**config.mk**
```make
export PLATFORM = sky130hd
export DESIGN_NAME = l2_mshr_alloc
export DESIGN_NICKNAME = d
export VERILOG_FILES = /design/src/rtl/l2_mshr_alloc_pkg.sv /design/src/rtl/l2_mshr_alloc_prio_enc.sv /design/src/rtl/l2_mshr_alloc.sv
export SDC_FILE = /design/constraint.sdc
export NUM_CORES = 1
export LEC_CHECK = 0
export ABC_AREA = 1
export CORE_UTILIZATION = 35
export DETAILED_ROUTE_END_ITERATION = 7
export PLACE_DENSITY = 0.54
export SYNTH_ARGS = -nofsm -noshare
export SYNTH_HDL_FRONTEND = slang
export SYNTH_SLANG_ARGS = --single-unit
```
**constraint.sdc**
```tcl
create_clock -name clk -period 2.41 [get_ports clk]
set_input_delay 0.241 -clock clk [delete_from_list [all_inputs] [get_ports clk]]
set_output_delay 0.241 -clock clk [all_outputs]
set_load 0.02 [all_outputs]
```
**src/rtl/l2_mshr_alloc_pkg.sv**
```systemverilog
// l2_mshr_alloc_pkg: shared constants and types for the Spandex L2 MSHR allocator.
package l2_mshr_alloc_pkg;
  localparam int N_MSHR = 8;
  localparam int MSHR_BITS = 3;
  localparam int LINE_ADDR_BITS = 26;
  localparam int L2_SET_BITS = 9;
  typedef logic [LINE_ADDR_BITS-1:0] line_addr_t;
  typedef logic [MSHR_BITS-1:0] mshr_idx_t;
  typedef logic [MSHR_BITS:0] mshr_cnt_t;
  function automatic logic [L2_SET_BITS-1:0] set_of(input line_addr_t a);
    return a[L2_SET_BITS-1:0];
  endfunction
endpackage

```
**src/rtl/l2_mshr_alloc_prio_enc.sv**
```systemverilog
// l2_mshr_prio_enc: finds the lowest zero bit of vec; idx is 0 when none is found.
module l2_mshr_prio_enc #(
  parameter int W = 8,
  parameter int IW = 3
) (
  input  logic [W-1:0]  vec,
  output logic [IW-1:0] idx,
  output logic          found
);
  always_comb begin
    idx = '0;
    found = 1'b0;
    for (int i = W - 1; i >= 0; i--)
      if (!vec[i]) begin
        idx = IW'(i);
        found = 1'b1;
      end
  end
endmodule

```
**src/rtl/l2_mshr_alloc.sv**
```systemverilog
// l2_mshr_alloc: MSHR allocator/lookup for the Spandex L2.
// Define L2_MSHR_DEALLOC_CHECK_EN to build the sticky dealloc_err checker.
module l2_mshr_alloc
  import l2_mshr_alloc_pkg::*;
(
  input  logic       clk,
  input  logic       rst,
  input  logic       alloc_req,
  input  line_addr_t alloc_addr,
  output logic       alloc_gnt,
  output mshr_idx_t  alloc_idx,
  output logic       full,
  input  logic       dealloc_valid,
  input  mshr_idx_t  dealloc_idx,
  input  line_addr_t lookup_addr,
  output logic       lookup_line_hit,
  output logic       lookup_set_hit,
  output mshr_idx_t  lookup_idx,
  input  logic       fwd_stall,
  input  mshr_idx_t  fwd_stall_entry,
  input  logic       clr_fwd_stall_ended,
  output logic       fwd_stall_ended,
  output mshr_cnt_t  free_cnt,
  output logic       dealloc_err
);
  logic [N_MSHR-1:0] valid, line_hv, set_hv;
  line_addr_t addr [N_MSHR];
  logic free_found, dealloc_ok;
  always_comb begin
    line_hv = '0;
    set_hv = '0;
    for (int i = 0; i < N_MSHR; i++) begin
      line_hv[i] = valid[i] && addr[i] == lookup_addr;
      set_hv[i] = valid[i] && set_of(addr[i]) == set_of(lookup_addr);
    end
  end
  l2_mshr_prio_enc #(.W(N_MSHR), .IW(MSHR_BITS)) u_free_enc (
    .vec(valid), .idx(alloc_idx), .found(free_found)
  );
  // Lowest line hit is the lowest zero of the inverted hit vector.
  l2_mshr_prio_enc #(.W(N_MSHR), .IW(MSHR_BITS)) u_hit_enc (
    .vec(~line_hv), .idx(lookup_idx), .found(lookup_line_hit)
  );
  assign lookup_set_hit = |set_hv;
  assign full = free_cnt == '0;
  assign alloc_gnt = alloc_req && !full && free_found;
  assign dealloc_ok = dealloc_valid && valid[dealloc_idx];
  always_ff @(posedge clk or negedge rst) begin
    if (!rst) begin
      valid <= '0;
      for (int i = 0; i < N_MSHR; i++) addr[i] <= '0;
      free_cnt <= mshr_cnt_t'(N_MSHR);
      fwd_stall_ended <= 1'b0;
    end else begin
      if (alloc_gnt) begin
        valid[alloc_idx] <= 1'b1;
        addr[alloc_idx] <= alloc_addr;
      end
      if (dealloc_ok) valid[dealloc_idx] <= 1'b0;
      free_cnt <= free_cnt + mshr_cnt_t'(dealloc_ok) - mshr_cnt_t'(alloc_gnt);
      fwd_stall_ended <= clr_fwd_stall_ended ? 1'b0 :
                         (dealloc_ok && fwd_stall && dealloc_idx == fwd_stall_entry) ? 1'b1 : fwd_stall_ended;
    end
  end
`ifdef L2_MSHR_DEALLOC_CHECK_EN
  always_ff @(posedge clk or negedge rst) begin
    if (!rst) dealloc_err <= 1'b0;
    else dealloc_err <= dealloc_err || (dealloc_valid && !valid[dealloc_idx]) || (alloc_req && full);
  end
`else
  assign dealloc_err = 1'b0;
`endif
endmodule

```
==> impl_metrics.json <==
{
  "post-route-min-period_ps": 2620,
  "avgSynthCellArea_um2": 7.87,
  "drv_cap": 0,
  "critPathTopFamily": "simple AND/OR/NAND/NOR gates",
  "leakage_nw": 7.35,
  "final_common_cell": "nand2_1",
  "ys_seq_elements": 221,
  "hp-class": "in2async",
  "critPathArrivalTime_ps": 2380,
  "root_buffer": "clkbuf_16",
  "fin_util_pct": 46.9,
  "layout_setup_ws_ps": -212,
  "vdd_drop_max_uv": 506,
  "cp-start-kind": "flip-flop",
  "avgViaCountPerCell": 4.83,
  "cts_sinks": 221,
  "place.gp.congestion": 0.912,
  "pin_count": 80,
  "final_nets": 1769,
  "grt_antenna_before_repair": 0,
  "yosys-top-cells-area": "dfrtp_1 (47%), nand2_1 (15%), o21ai_0 (8.3%)",
  "cts_tree": "built",
  "path_common_cell": "buf_4",
  "insertion_delay_ps": 550,
  "tns_ps": -588,
  "grt_pass1_vias": 10500,
  "clkTransAtPathRegs_ps": 60,
  "die_w_um": 184,
  "diodes": 0,
  "rsz0062_at_grt": "yes",
  "netlist_area_mm2": 0.0116,
  "wl_met1_um": 17100,
  "yosys.cell_types.count": 43,
  "final_cell_mix": "nand2_1 (455), dfrtp_1 (220), o21ai_0 (192), buf_4 (161), inv_1 (133)",
  "crit_fanout": 2,
  "violations": "negative setup slack",
  "post-route-period-util_pct": 109,
  "hold_viol_final": 0,
  "hpwl_um": 29100,
  "synth_warnings": 0,
  "max_stage_delay_ps": 380,
  "drtAntennaViolNets": 0,
  "cp_cell_sequence": "buf_4 -> a21oi_2 -> nand3_1 -> nor2_4 -> nand4_1 -> buf_4 -> nand2_2 -> nor2_2 -> nor3_2 -> buf_4 -> buf_6",
  "wl_um": 39900,
  "worst_pin_slew_ps": 629,
  "power.density_mw_per_mm2": 1180,
  "drt_first_pass_iters": 5,
  "synth_top_area_share_pct": 47.3,
  "cts_max_level": 1,
  "grt_first_pass_wirelength_um": 61800,
  "synth.yosys.seq_area_share_pct": 47.5,
  "slew_violations": 0,
  "crit_buf_inv": 4,
  "initial_core_util_pct": 35.7,
  "dr_wl_met3_um": 1460,
  "syn_nets": 1550,
  "area_growth_pct": 31.4,
  "via_count": 10400,
  "layout-drive-gt1-share_pct": 21.2,
  "crit_path_end_kind": "output pin",
  "cp_data_required_time_ps": 2170,
  "synth_area_leader_cell": "dfrtp_1",
  "netlist_instances": 1480,
  "fin_skew_ps": 19.0,
  "grt_max_degree": 60,
  "rows": 66,
  "grt.total_usage_pct": 24.4,
  "top_layer_used": "met4",
  "core_mm2": 0.0326,
  "io_buffers": 78,
  "numCtsBuffers": 27,
  "r2r_setup_slack_ps": 110,
  "met2WireLength_um": 19800,
  "slew_headroom_pct": 58.0,
  "drt-initial-drc-count": 726,
  "setup_viol_count_final": 4,
  "post-route-drc-count": 0,
  "dieArea_mm2": 0.0340,
  "grt_overflow": 0,
  "run_status": "complete, but fails checks",
  "dieHeight_um": 184,
  "clk_path_buf_depth": 3,
  "wl_per_cell_um": 18.5,
  "max_freq_ghz": 0.381,
  "cp_slowest_cell": "dfrtp_1",
  "power_mw": 18.1,
  "crit_type": "reg2out"
}
## through the flow
stage	std cells	area [um^2]	hold slack [ps]	worst slack (ps)
2_1_floorplan	1480	11700	-54.6	5.98
3_3_place_gp	2104	14000	197	-805
3_5_place_dp	2104	14000	199	-791
4_1_cts	2156	15100	222	-215
5_1_grt	2160	15300	233	-279
6_report	2160	15300	207	-212
## layer usage
metal | global-route usage [%] | vias to the layer above
met4 | 9.77 | 0
li1 | - | 5166
met1 | 30.7 | 4967
met2 | 42.3 | 239
met3 | 2.81 | 68
met5 | 0 | -
## what timing repair did
item,4_1_cts,5_1_grt
resized for setup,77,56
endpoints found under the hold margin,47,0
pin swaps,26,31
endpoints found under the setup margin,10,10
hold buffers,1,0
buffers inserted,5,5
## cell families after synthesis
family / after synthesis / share of synthesized area (%)
AND/OR/NAND/NOR: 635 / 22.0
XOR/XNOR: 73 / 5.49
adder cells (fa/ha/maj): 6 / 0.709
other: 1 / 0.0322
flip-flops: 221 / 47.5
buffers and inverters: 224 / 8.59
AO/OA/AOI/OAI: 320 / 15.7
## final timing paths
check / from / endpoint / cells past startpoint
setup / recovery: addr[55] / lookup_idx[2] / 11
hold / removal: rst / fwd_stall_ended / 2
setup reg to reg: free_cnt[3] / free_cnt[1] / 12
hold reg to reg: addr[91] / addr[91] / 2
max in group asynchronous: rst / free_cnt[3] / 3
min in group clk: clr_fwd_stall_ended / fwd_stall_ended / 2
## power breakdown
part / internal [mW] / switching, mW / leakage, nW / total [mW]
Clock: 2.48 / 1.63 / 0.442 / 4.11
Sequential: 5.46 / 1.28 / 2.75 / 6.74
Combinational: 3.12 / 4.15 / 4.16 / 7.27
## sequential cells by signal (all words and copies together) (netlist names)
name	flops
fwd_stall_ended	1
free_cnt	4
addr	208
valid	8
## Yosys cell counts (all sizes together)
library cell,instances
a211o,1
xor2,29
a22oi,1
nor3b,1
ha,5
buf,46
nor3,15
or2,9
o2111ai,2
nand4,15
clkbuf,20
a21oi,18
dfrtp,220
nor4,1
o21ai,262
conb,1
xnor2,44
a22o,4
o22ai,19
inv,152
and3,1
clkinv,6
o221ai,1
fa,1
a211oi,7
dfstp,1
nand2,473
nor2,95
a221oi,5
and2,2
nand3,23
## final cells by class
| type | instances | area (um^2) |
|---|---|---|
| well taps | 442 | 553 |
| multi-input cells | 1035 | 5440 |
| inverters | 158 | 613 |
| repair buffers | 256 | 2280 |
| clock buffers | 40 | 795 |
| clock inverters | 8 | 93.8 |
| flip-flops and latches | 221 | 5530 |
| fillers | 3254 | 17300 |
(Power assumes the default switching activity.)
